[src/rtl/wbuf_pingpong_sched_pkg.sv]
// wsched_pkg: shared widths, FSM state encoding and half-buffer base helper for the weight-buffer ping-pong scheduler
package wsched_pkg;
  localparam int ADDR_W     = 16;
  localparam int CNT_W      = 17;
  localparam int BUF_ADDR_W = 13;
  localparam int HALF_WORDS = 4096;
  typedef enum logic [2:0] {S_IDLE, S_FILL, S_EXEC, S_DRAIN, S_FIN} state_t;
  function automatic logic [BUF_ADDR_W-1:0] half_base(input logic h);
    return h ? BUF_ADDR_W'(HALF_WORDS) : '0;
  endfunction
endpackage

[src/rtl/wbuf_pingpong_sched_if.sv]
// wsched_if: scheduler bundle between top FSM, DMA preload controller and layer_exec
// master = scheduler (drives pf_*, exec_*, busy, sched_done, err_oversize); slave = surrounding blocks
interface wsched_if;
  import wsched_pkg::*;
  logic                  run_start;
  logic                  layer_done;
  logic                  last_layer;
  logic [ADDR_W-1:0]     cur_w_base;
  logic [CNT_W-1:0]      cur_w_count;
  logic [ADDR_W-1:0]     nxt_w_base;
  logic [CNT_W-1:0]      nxt_w_count;
  logic                  pf_req;
  logic [ADDR_W-1:0]     pf_base;
  logic [CNT_W-1:0]      pf_count;
  logic [BUF_ADDR_W-1:0] pf_dst;
  logic                  pf_done;
  logic                  exec_start;
  logic                  exec_half;
  logic                  busy;
  logic                  sched_done;
  logic                  err_oversize;
  modport master (
    input  run_start, layer_done, last_layer, cur_w_base, cur_w_count, nxt_w_base, nxt_w_count, pf_done,
    output pf_req, pf_base, pf_count, pf_dst, exec_start, exec_half, busy, sched_done, err_oversize
  );
  modport slave (
    output run_start, layer_done, last_layer, cur_w_base, cur_w_count, nxt_w_base, nxt_w_count, pf_done,
    input  pf_req, pf_base, pf_count, pf_dst, exec_start, exec_half, busy, sched_done, err_oversize
  );
endinterface

[src/rtl/wbuf_pingpong_sched_pf_slot.sv]
// wsched_pf_slot: one outstanding preload request with issued/ready tracking and count clamping
// Ports: CLK/RESETn; i_load latches a request (base/count/half), i_clear drops issued/ready,
// i_done is the DMA completion pulse; o_req/o_base/o_count/o_dst drive the DMA, o_err is sticky oversize.
module wsched_pf_slot
  import wsched_pkg::*;
(
  input  logic                  CLK,
  input  logic                  RESETn,
  input  logic                  i_load,
  input  logic                  i_clear,
  input  logic                  i_half,
  input  logic [ADDR_W-1:0]     i_base,
  input  logic [CNT_W-1:0]      i_count,
  input  logic                  i_done,
  output logic                  o_req,
  output logic                  o_issued,
  output logic                  o_ready,
  output logic [ADDR_W-1:0]     o_base,
  output logic [CNT_W-1:0]      o_count,
  output logic [BUF_ADDR_W-1:0] o_dst,
  output logic                  o_err
);
  logic w_over;
  assign w_over = i_count > CNT_W'(HALF_WORDS);
  always_ff @(posedge CLK or negedge RESETn) begin
    if (!RESETn) begin
      o_req    <= 1'b0;
      o_issued <= 1'b0;
      o_ready  <= 1'b0;
      o_base   <= '0;
      o_count  <= '0;
      o_dst    <= '0;
      o_err    <= 1'b0;
    end else begin
      if (i_load) begin
        o_req   <= 1'b1;
        o_base  <= i_base;
        o_count <= w_over ? CNT_W'(HALF_WORDS) : i_count;
        o_dst   <= half_base(i_half);
      end else if (i_done) begin
        o_req <= 1'b0;
      end
      o_issued <= i_clear ? 1'b0 : (o_issued | i_load);
      // completion only counts while a request is outstanding
      o_ready  <= i_clear ? 1'b0 : (o_ready | (o_req & i_done));
      o_err    <= o_err | (i_load & w_over);
    end
  end
endmodule

[src/rtl/wbuf_pingpong_sched.sv]
// wbuf_pingpong_sched: ping-pong weight-buffer scheduler overlapping layer L+1 preload with layer L compute
// Ports: CLK, RESETn (async active-low); bus (wsched_if.master) carries run/layer control from the top FSM,
// the pf_* preload handshake to the DMA controller and exec_start/exec_half to layer_exec.
module wbuf_pingpong_sched
  import wsched_pkg::*;
(
  input  logic      CLK,
  input  logic      RESETn,
  wsched_if.master  bus
);
  state_t                r_state;
  logic                  r_exec_start;
  logic                  r_exec_half;
  logic                  r_busy;
  logic                  r_sched_done;
  logic                  w_req;
  logic                  w_issued;
  logic                  w_ready;
  logic [ADDR_W-1:0]     w_base;
  logic [CNT_W-1:0]      w_count;
  logic [BUF_ADDR_W-1:0] w_dst;
  logic                  w_err;
  logic                  w_ack;
  logic                  w_nxt_zero;
  logic                  w_go;
  logic                  w_want;
  logic                  w_fill;
  logic                  w_load;
  logic                  w_clear;
  assign w_ack      = bus.pf_done & w_req;
  assign w_nxt_zero = bus.nxt_w_count == '0;
  // next layer may start now: preload finished earlier, finishes this cycle, or is not needed
  assign w_go       = w_ready | w_ack | w_nxt_zero;
  // DRAIN may also issue, covering a layer_done that beat the prefetch issue
  assign w_want     = !w_issued && !bus.last_layer && !w_nxt_zero &&
                      ((r_state == S_EXEC && !bus.layer_done) || r_state == S_DRAIN);
  assign w_fill     = r_state == S_IDLE && bus.run_start && bus.cur_w_count != '0;
  assign w_load     = w_fill | w_want;
  assign w_clear    = (r_state == S_FILL && w_ack) || (r_state == S_DRAIN && w_ack) ||
                      (r_state == S_EXEC && bus.layer_done && (bus.last_layer || w_go));
  wsched_pf_slot u_slot (
    .CLK      (CLK),
    .RESETn   (RESETn),
    .i_load   (w_load),
    .i_clear  (w_clear),
    .i_half   (w_fill ? 1'b0 : ~r_exec_half),
    .i_base   (w_fill ? bus.cur_w_base : bus.nxt_w_base),
    .i_count  (w_fill ? bus.cur_w_count : bus.nxt_w_count),
    .i_done   (bus.pf_done),
    .o_req    (w_req),
    .o_issued (w_issued),
    .o_ready  (w_ready),
    .o_base   (w_base),
    .o_count  (w_count),
    .o_dst    (w_dst),
    .o_err    (w_err)
  );
  always_ff @(posedge CLK or negedge RESETn) begin
    if (!RESETn) begin
      r_state      <= S_IDLE;
      r_exec_start <= 1'b0;
      r_exec_half  <= 1'b0;
      r_busy       <= 1'b0;
      r_sched_done <= 1'b0;
    end else begin
      r_exec_start <= 1'b0;
      r_sched_done <= 1'b0;
      case (r_state)
        S_IDLE: if (bus.run_start) begin
          r_busy      <= 1'b1;
          r_exec_half <= 1'b0;
          r_state     <= w_fill ? S_FILL : S_EXEC;
          r_exec_start <= !w_fill;
        end
        S_FILL: if (w_ack) begin
          r_state      <= S_EXEC;
          r_exec_start <= 1'b1;
        end
        S_EXEC: if (bus.layer_done) begin
          if (bus.last_layer) begin
            r_state      <= S_FIN;
            r_sched_done <= 1'b1;
            r_busy       <= 1'b0;
          end else if (w_go) begin
            r_exec_start <= 1'b1;
            // a layer without weights reuses the current half
            r_exec_half  <= r_exec_half ^ w_issued;
          end else begin
            r_state <= S_DRAIN;
          end
        end
        S_DRAIN: if (w_ack) begin
          r_state      <= S_EXEC;
          r_exec_start <= 1'b1;
          r_exec_half  <= ~r_exec_half;
        end
        S_FIN:   r_state <= S_IDLE;
        default: r_state <= S_IDLE;
      endcase
    end
  end
  assign bus.pf_req       = w_req;
  assign bus.pf_base      = w_base;
  assign bus.pf_count     = w_count;
  assign bus.pf_dst       = w_dst;
  assign bus.exec_start   = r_exec_start;
  assign bus.exec_half    = r_exec_half;
  assign bus.busy         = r_busy;
  assign bus.sched_done   = r_sched_done;
  assign bus.err_oversize = w_err;
endmodule

[src/flat_wrapper.sv]
// flat-port wrapper written by rule: the top's interface ports become plain ports
module wbuf_pingpong_sched_flat import wsched_pkg::*;
  (CLK, RESETn, bus_run_start, bus_layer_done, bus_last_layer, bus_cur_w_base, bus_cur_w_count, bus_nxt_w_base, bus_nxt_w_count, bus_pf_done, bus_pf_req, bus_pf_base, bus_pf_count, bus_pf_dst, bus_exec_start, bus_exec_half, bus_busy, bus_sched_done, bus_err_oversize);
  wsched_if bus_i ();
  input  logic CLK;
  input  logic RESETn;
  input wire logic [$bits(bus_i.run_start)-1:0] bus_run_start;
  input wire logic [$bits(bus_i.layer_done)-1:0] bus_layer_done;
  input wire logic [$bits(bus_i.last_layer)-1:0] bus_last_layer;
  input wire logic [$bits(bus_i.cur_w_base)-1:0] bus_cur_w_base;
  input wire logic [$bits(bus_i.cur_w_count)-1:0] bus_cur_w_count;
  input wire logic [$bits(bus_i.nxt_w_base)-1:0] bus_nxt_w_base;
  input wire logic [$bits(bus_i.nxt_w_count)-1:0] bus_nxt_w_count;
  input wire logic [$bits(bus_i.pf_done)-1:0] bus_pf_done;
  output wire logic [$bits(bus_i.pf_req)-1:0] bus_pf_req;
  output wire logic [$bits(bus_i.pf_base)-1:0] bus_pf_base;
  output wire logic [$bits(bus_i.pf_count)-1:0] bus_pf_count;
  output wire logic [$bits(bus_i.pf_dst)-1:0] bus_pf_dst;
  output wire logic [$bits(bus_i.exec_start)-1:0] bus_exec_start;
  output wire logic [$bits(bus_i.exec_half)-1:0] bus_exec_half;
  output wire logic [$bits(bus_i.busy)-1:0] bus_busy;
  output wire logic [$bits(bus_i.sched_done)-1:0] bus_sched_done;
  output wire logic [$bits(bus_i.err_oversize)-1:0] bus_err_oversize;
  assign bus_i.run_start = bus_run_start;
  assign bus_i.layer_done = bus_layer_done;
  assign bus_i.last_layer = bus_last_layer;
  assign bus_i.cur_w_base = bus_cur_w_base;
  assign bus_i.cur_w_count = bus_cur_w_count;
  assign bus_i.nxt_w_base = bus_nxt_w_base;
  assign bus_i.nxt_w_count = bus_nxt_w_count;
  assign bus_i.pf_done = bus_pf_done;
  assign bus_pf_req = bus_i.pf_req;
  assign bus_pf_base = bus_i.pf_base;
  assign bus_pf_count = bus_i.pf_count;
  assign bus_pf_dst = bus_i.pf_dst;
  assign bus_exec_start = bus_i.exec_start;
  assign bus_exec_half = bus_i.exec_half;
  assign bus_busy = bus_i.busy;
  assign bus_sched_done = bus_i.sched_done;
  assign bus_err_oversize = bus_i.err_oversize;
  wbuf_pingpong_sched u_core (.CLK(CLK), .RESETn(RESETn), .bus(bus_i));
endmodule
[config.mk]
export PLATFORM = sky130hd
export DESIGN_NAME = wbuf_pingpong_sched_flat
export DESIGN_NICKNAME = d
export VERILOG_FILES = /design/src/rtl/wbuf_pingpong_sched_pkg.sv /design/src/rtl/wbuf_pingpong_sched_if.sv /design/src/rtl/wbuf_pingpong_sched_pf_slot.sv /design/src/rtl/wbuf_pingpong_sched.sv /design/src/flat_wrapper.sv
export SDC_FILE = /design/constraint.sdc
export NUM_CORES = 1
export LEC_CHECK = 0
export ABC_AREA = 0
export ABC_CLOCK_PERIOD_IN_PS = 2150
export CAP_MARGIN = 5
export CELL_PAD_IN_SITES_DETAIL_PLACEMENT = 0
export CELL_PAD_IN_SITES_GLOBAL_PLACEMENT = 1
export CORE_MARGIN = 2
export CORE_UTILIZATION = 29
export DETAILED_ROUTE_END_ITERATION = 7
export PLACE_DENSITY_LB_ADDON = 0.1
export SLEW_MARGIN = 25
export SYNTH_ARGS = -nofsm -noshare
export SYNTH_HDL_FRONTEND = slang
export SYNTH_SLANG_ARGS = --single-unit
[constraint.sdc]
create_clock -name CLK -period 2.15 [get_ports CLK]
set_input_delay 0.43 -clock CLK [delete_from_list [all_inputs] [get_ports CLK]]
set_output_delay 0.43 -clock CLK [all_outputs]
set_load 0.02 [all_outputs]
==> results of run 1 <==
worst register-to-register path: cells and delay by family, from the launching register on:
kind | cells | cell delay (ps)
multiplexers | 1 | 240
buffers and inverters | 3 | 420
flip-flops | 1 | 500
AO/OA/AOI/OAI | 3 | 740
layout make-up:
class                   instances  area [um2]  area share [%]
flip-flops and latches         45        1126           26.78
repair buffers                156        1562           37.13
clock inverters                 1       30.03          0.7141
well taps                     105       131.4           3.124
multi-input cells             175        1240           29.49
clock buffers                   7       86.33           2.053
inverters                       8       30.03          0.7141
power groups by stage:
stage | Sequential (uW) | Clock, uW | Combinational (uW)
4_1_cts | 1390 | 692 | 2420
2_1_floorplan | 1730 | 0 | 891
6_report | 1400 | 673 | 2510
3_3_place_gp | 1400 | 0 | 2290
5_1_grt | 1440 | 727 | 2710
3_5_place_dp | 1400 | 0 | 2300
per-stage QoR:
stage	setup TNS [ps]	cells	worst slack, ps	utilization (%)
floorplan	0	253	95.00	-
global placement	-14840	481	-440.9	47.19
detailed placement	-16800	481	-500.7	47.19
CTS	0	493	5.659	49.60
global route	-174.5	497	-38.29	51.96
finish	0	497	40.02	51.96
cells by family after synthesis:
group	Yosys count
muxes	26
DFF	45
buffers and inverters	33
other	1
AOI/OAI and AO/OA	55
and+or+nand+nor	82
state kept, by name, summed over array words and instances (netlist names):
name / flops
u_core.u_slot.o_count: 17
u_core.u_slot.o_base: 16
u_core.r_state: 3
u_core.bus.busy: 1
u_core.bus.exec_half: 1
u_core.bus.exec_start: 1
u_core.bus.sched_done: 1
u_core.u_slot.o_dst: 1
u_core.u_slot.o_err: 1
u_core.u_slot.o_issued: 1
u_core.u_slot.o_ready: 1
u_core.u_slot.o_req: 1
path summary, 6_finish.rpt:
path / from / to / cells past startpoint
hold / removal: RESETn / u_core.u_slot.o_count[3] / 1
setup / recovery: bus_nxt_w_count[2] / u_core.u_slot.o_count[10] / 8
setup reg to reg: u_core.r_state[0] / u_core.u_slot.o_count[4] / 7
max in group asynchronous: RESETn / u_core.u_slot.o_ready / 2
hold reg to reg: u_core.bus.busy / u_core.bus.busy / 1
min in group CLK: u_core.bus.busy / u_core.bus.busy / 1
routing by layer:
metal | up-vias | global-route usage [%]
met2 | 76 | 25.47
met4 | 0 | 3.865
li1 | 1135 | -
met3 | 7 | 5.267
met1 | 1081 | 21.03
met5 | - | 0
Yosys cell counts (3+ instances only):
cell type                   n
sky130_fd_sc_hd__inv_1      8
sky130_fd_sc_hd__a211oi_1   8
sky130_fd_sc_hd__clkbuf_1   7
sky130_fd_sc_hd__o21ai_0   24
sky130_fd_sc_hd__dfrtp_1   45
sky130_fd_sc_hd__or4_1      3
sky130_fd_sc_hd__mux2i_1   26
sky130_fd_sc_hd__buf_4     15
sky130_fd_sc_hd__nand3_1    3
sky130_fd_sc_hd__and2_1     4
sky130_fd_sc_hd__o21a_1     3
sky130_fd_sc_hd__nor2_1    20
sky130_fd_sc_hd__nand2_1   30
sky130_fd_sc_hd__nor3_1     9
sky130_fd_sc_hd__a21oi_1    5
timing repair:
item	4_1_cts	5_1_grt
resized for setup	29	30
setup endpoints to repair	39	31
hold buffers	0	0
pin swaps	11	21
cloned	1	2
buffers inserted	3	2
==> impl_summary.log, run 1 <==
[metrics] net switching component of the power: 1746 uW
[metrics] placed wire-length estimate after detailed placement: 5287 um
[metrics] number of placed I/O pins: 124
[metrics] area of the mapped netlist: 0.002385 mm2
[metrics] fraction of power consumed by combinational cells: 54.8%
[metrics] met2 wire len: 3385 um
[metrics] core area: 0.008093 mm2
[metrics] part of the cycle the worst path needs: 98.14%
[metrics] total number of vias: 2,299
[metrics] largest clock skew in the final design: 3.739 ps
[metrics] detailed router's first-iteration violation count: 62
[metrics] sw frac: 38.14%
[metrics] number of clock sinks seen by CTS: 45
[metrics] proportion of power drawn by flip-flops and latches: 30.6%
[metrics] Routed WL per cell: 14.87 um
[metrics] category of the most critical setup path: primary input to register
[metrics] worst hold path type: primary input to async pin
[metrics] pwr/cell area: 1089 mW/mm2
[metrics] signal arrival time at the worst endpoint: 2330 ps
[metrics] total global routing overflow: 0
[metrics] DRC viols: 0
[metrics] number of global-route vias before repair: 2,297
[metrics] largest family of logic cells by synthesized area: simple AND/OR/NAND/NOR gates
[metrics] Chip Width: 94.68 um
[metrics] proportion of power drawn by the clock network: 14.7%
[metrics] clock period minus final worst setup slack: 2110 ps
[metrics] unrepaired setup endpoints after global routing: true
[metrics] Synth Area in Simple Gates: 17.68%
[metrics] slowest stage cell on the critical path: sky130_fd_sc_hd__or4_4
[metrics] Clock Root Buffer: sky130_fd_sc_hd__clkbuf_8
[metrics] area growth from synthesis to final layout: 76.34%
[metrics] IR Drop Worst-Case VDD: 0.5977 mV
[metrics] Core Rows: 33
[metrics] antenna violations before repair: 0
[metrics] dominant cell type by count on the critical path: sky130_fd_sc_hd__buf_12
[metrics] worst slack on hold paths: 85.81 ps
[metrics] FF+latch count, synth: 45
[metrics] highest-count cells in the layout ignoring fill and taps: sky130_fd_sc_hd__clkdlybuf4s50_1, sky130_fd_sc_hd__dfrtp_1, sky130_fd_sc_hd__buf_4, sky130_fd_sc_hd__nand2_1, sky130_fd_sc_hd__mux2i_1
[metrics] post-synthesis average cell area: 9.854 um2
[metrics] share of layout cells above drive strength 1: 21.94%
[metrics] number of detailed-routing iterations run before antenna repair: 4
[metrics] Total Power: 4578 uW
[metrics] PortBufs: 111
[metrics] delay-heaviest family, CP: buffers and inverters
[metrics] share of synthesized registers carrying an async set or reset: 100.0%
[metrics] Final setup violation count: 0
[metrics] antenna diode count: 0
[metrics] area share of fa/ha/maj cells after synthesis: 0%
[metrics] commonest non-fill, non-tap cell in the layout: sky130_fd_sc_hd__clkdlybuf4s50_1
[metrics] gate count after technology mapping: 242
[metrics] Worst Path Max Fanout: 8
[metrics] post-route met1 wirelength: 3389 um
[metrics] Starting Density: 29.47%
[metrics] area share of xor/xnor cells in the synthesized design: 0%
[metrics] YS warnings: 0
[metrics] CP max stage delay: 540 ps
[metrics] Net count, final: 463
[metrics] EDFF count, synth: 0
[metrics] maximum achievable frequency: 473.9 MHz
[metrics] ranking of synthesized cells by area: sky130_fd_sc_hd__dfrtp_1, sky130_fd_sc_hd__mux2i_1, sky130_fd_sc_hd__o21ai_0
[metrics] count of H-tree levels built during CTS: 2
[metrics] TritonCTS clock tree: yes
[metrics] leakage component of the power: 0.001838 uW
[metrics] Worst R2R Setup Slack: 140 ps
[metrics] result of the run: completed
[metrics] final hold violations: 0
[metrics] reported max-cap violation count: 0
[metrics] post-route cell area: 0.004205 mm2
[metrics] Area after DPL: 0.003819 mm2
[metrics] uppermost layer routed: met4
[metrics] number of distinct library cells after synthesis: 40
[metrics] Top FF cell, synth: sky130_fd_sc_hd__dfrtp_1
[metrics] Internal: 2832 uW
[metrics] vertical die dimension: 94.68 um
[metrics] required time of the critical path: 2370 ps
[metrics] RD Place Congestion: 0.8991
[metrics] residual antenna-violating net count after detailed routing: 0
[metrics] proportion of netlist area held by the largest area contributor: 47.22%
[metrics] Total Routed Length: 7391 um
[metrics] met3 wirelength from detailed routing: 525 um
[metrics] cell-by-cell trace of the critical path: clkdlybuf4s50_1, or4_4, nor2_4, a31oi_4, buf_12, buf_12, mux2i_1, a211oi_2
[metrics] post-synthesis cell type with the largest combined area: sky130_fd_sc_hd__dfrtp_1
[metrics] global-route wire length before repair: 11,160 um
[metrics] Critical path buffers and inverters: 3
[metrics] proportion of synthesized chip area in sequential cells: 47.22%
[metrics] number of vias per cell after detailed routing: 4.626
[metrics] source-to-sink clock delay at the later pin of the worst-skew pair: 300 ps
[metrics] clock edge transition at the registers on the reported setup and hold paths: 90 ps
[metrics] mux share of post-synthesis cell area: 10.91%
[metrics] maximum number of pins on one net before global-route repair: 24
[metrics] number of buffers inserted during clock tree synthesis: 5
[metrics] Final Max Tran Viols: 0
[metrics] critical path capture point type: register
[metrics] worst-case clock buffer depth: 2
[metrics] overall routing resource usage: 15.99%
[metrics] filler cell count: 798
[metrics] startpoint kind of the worst setup timing path: primary input
[metrics] area of the die: 0.008964 mm2
[metrics] complex-gate fraction of the synthesized area: 16.05%
Note: power is estimated with default switching activity, not from simulation.
==> inputs of run 2 (changes only) <==
ABC_CLOCK_PERIOD_IN_PS = 2600   (was 2150)
CORE_UTILIZATION = 31   (was 29)
SKIP_CTS_REPAIR_TIMING = 1   (was default)
clock period = 2.6 ns   (was 2.15 ns; I/O delays follow)
==> impl_summary.log, run 2 (same netlist as run 1, synthesis figures left out) <==
[metrics] result of the run: completed
[metrics] Routed WL per cell: 14.01 um
[metrics] total global routing overflow: 0
[metrics] end-of-flow core utilization: 52.21%
[metrics] placed cell count: 466
[metrics] final hold violations: 0
[metrics] delay-heaviest family, CP: compound AO/OA/AOI/OAI gates
[metrics] critical path capture point type: register
[metrics] detailed router's first-iteration violation count: 103
[metrics] reported max-cap violation count: 0
[metrics] register bank with the most flops: u_core.u_slot.o_count
[metrics] number of placed I/O pins: 124
[metrics] number of clock sinks seen by CTS: 45
[metrics] Chip Width: 91.71 um
[metrics] Worst Reg2Reg Path Length in Cells: 6
[metrics] unrepaired setup endpoints after global routing: false
[metrics] Worst R2R Setup Slack: 530 ps
[metrics] Worst slew margin: 64.31%
[metrics] number of buffers inserted during clock tree synthesis: 5
[metrics] highest-count cells in the layout ignoring fill and taps: sky130_fd_sc_hd__clkdlybuf4s50_1, sky130_fd_sc_hd__dfrtp_1, sky130_fd_sc_hd__nand2_1, sky130_fd_sc_hd__mux2i_1, sky130_fd_sc_hd__buf_4
[metrics] antenna violations before repair: 0
[metrics] commonest non-fill, non-tap cell in the layout: sky130_fd_sc_hd__clkdlybuf4s50_1
[metrics] count of H-tree levels built during CTS: 2
[metrics] transition time at the pin with the least slew margin: 535.4 ps
[metrics] DRC viols: 0
[metrics] Total Routed Length: 6641 um
[metrics] overall routing resource usage: 16.15%
[metrics] end of the worst register-to-register path: u_core.u_slot.o_base[10]
[metrics] Clock Root Buffer: sky130_fd_sc_hd__clkbuf_8
[metrics] Layout Cells excl Fill: 474
[metrics] placed wire-length estimate after detailed placement: 5222 um
[metrics] RD Place Congestion: 0.8408
[metrics] clock edge transition at the registers on the reported setup and hold paths: 80 ps
[metrics] startpoint kind of the worst setup timing path: primary input
[metrics] largest clock skew in the final design: 8.193 ps
[metrics] antenna diode count: 0
[metrics] Core Rows: 31
[metrics] leakage component of the power: 0.001585 uW
[metrics] maximum achievable frequency: 420.3 MHz
[metrics] slowest stage cell on the critical path: sky130_fd_sc_hd__clkdlybuf4s50_1
[metrics] residual antenna-violating net count after detailed routing: 0
[metrics] Critical path buffers and inverters: 2
[metrics] core area: 0.007370 mm2
[metrics] worst-case clock buffer depth: 2
[metrics] share of layout cells above drive strength 1: 12.27%
[metrics] number of vias per cell after detailed routing: 4.553
[metrics] area of the die: 0.008411 mm2
[metrics] Worst Path Max Fanout: 6
[metrics] source-to-sink clock delay at the later pin of the worst-skew pair: 300 ps
[metrics] largest registers: u_core.u_slot.o_count: 17 flops, u_core.u_slot.o_base: 16 flops, u_core.r_state: 3 flops
[metrics] vertical die dimension: 91.71 um
[metrics] clock period minus final worst setup slack: 2379 ps
[metrics] part of the cycle the worst path needs: 91.52%
[metrics] global-route wire length before repair: 10,920 um
[metrics] Final setup violation count: 0
[metrics] total number of vias: 2,158
[metrics] category of the most critical setup path: primary input to register
[metrics] area growth from synthesis to final layout: 61.33%
[metrics] Net count, final: 446
[metrics] cell-by-cell trace of the critical path: clkdlybuf4s50_1, nor4_1, nand2_1, o21a_1, a311o_1, a41oi_2, buf_4, a211oi_1
[metrics] R2R Path Start: u_core.r_state[1]
[metrics] number of detailed-routing iterations run before antenna repair: 4
[metrics] flip-flop count of the largest register, all copies and words added: 17
[metrics] Final Max Tran Viols: 0
[metrics] signal arrival time at the worst endpoint: 2550 ps
[metrics] TritonCTS clock tree: yes
[metrics] CP max stage delay: 440 ps
[metrics] PortBufs: 111
[metrics] worst hold path type: primary input to async pin
[metrics] pwr/cell area: 924.5 mW/mm2
[metrics] number of global-route vias before repair: 2,253
[metrics] Starting Density: 32.36%
[metrics] IR Drop Worst-Case VDD: 0.4872 mV
[metrics] maximum number of pins on one net before global-route repair: 35
[metrics] required time of the critical path: 2770 ps
-- run 2: how the worst max path moves through the flow --
stage,start,end,slack (ps),cells past startpoint
global route,bus_nxt_w_count[4],u_core.u_slot.o_issued,80,8
global placement,bus_nxt_w_count[4],u_core.u_slot.o_issued,-50,8
floorplan,bus_cur_w_count[13],u_core.u_slot.o_count[10],460,7
detailed placement,bus_nxt_w_count[4],u_core.u_slot.o_base[7],-100,8
CTS,bus_cur_w_count[13],u_core.u_slot.o_count[7],230,8
finish,bus_cur_w_count[5],u_core.u_slot.o_count[7],220,8
-- run 2: layout make-up --
cell class,count,area (um2)
Clock buffer,7,86.33
Clock inverter,1,30.03
Fill cell,703,3522
Inverter,8,30.03
Multi-Input combinational cell,175,1110
Sequential cell,45,1126
Tap cell,99,123.9
Timing Repair Buffer,139,1341
-- run 2: stage by stage --
| step | power [uW] | hold slack [ps] | setup TNS [ps] | worst slack, ps | area [um2] |
|---|---|---|---|---|---|
| 2_1_floorplan | 2170 | 224.4 | 0 | 455.0 | 2426 |
| 3_3_place_gp | 3021 | 461.4 | -662.9 | -50.17 | 3731 |
| 3_5_place_dp | 3039 | 469.3 | -1451 | -98.67 | 3731 |
| 4_1_cts | 3603 | 216.5 | 0 | 225.3 | 3847 |
| 5_1_grt | 3809 | 224.6 | 0 | 75.47 | 3847 |
| 6_report | 3557 | 196.7 | 0 | 220.6 | 3847 |
-- run 2: per-layer routing --
metal,up-vias,GRT usage [%],wire (um)
li1,1089,-,-
met1,989,20.37,2943
met2,76,26.72,3085
met3,4,5.588,564
met4,0,3.731,47
met5,-,0,0
-- run 2: power by group --
group | internal, uW | total [uW] | leakage, uW | switching (uW)
combinational | 906 | 1840 | 0.000963 | 931
sequential | 982 | 1170 | 0.000564 | 186
clock | 314 | 553 | 0.0000585 | 239
total | 2200 | 3560 | 0.00159 | 1360
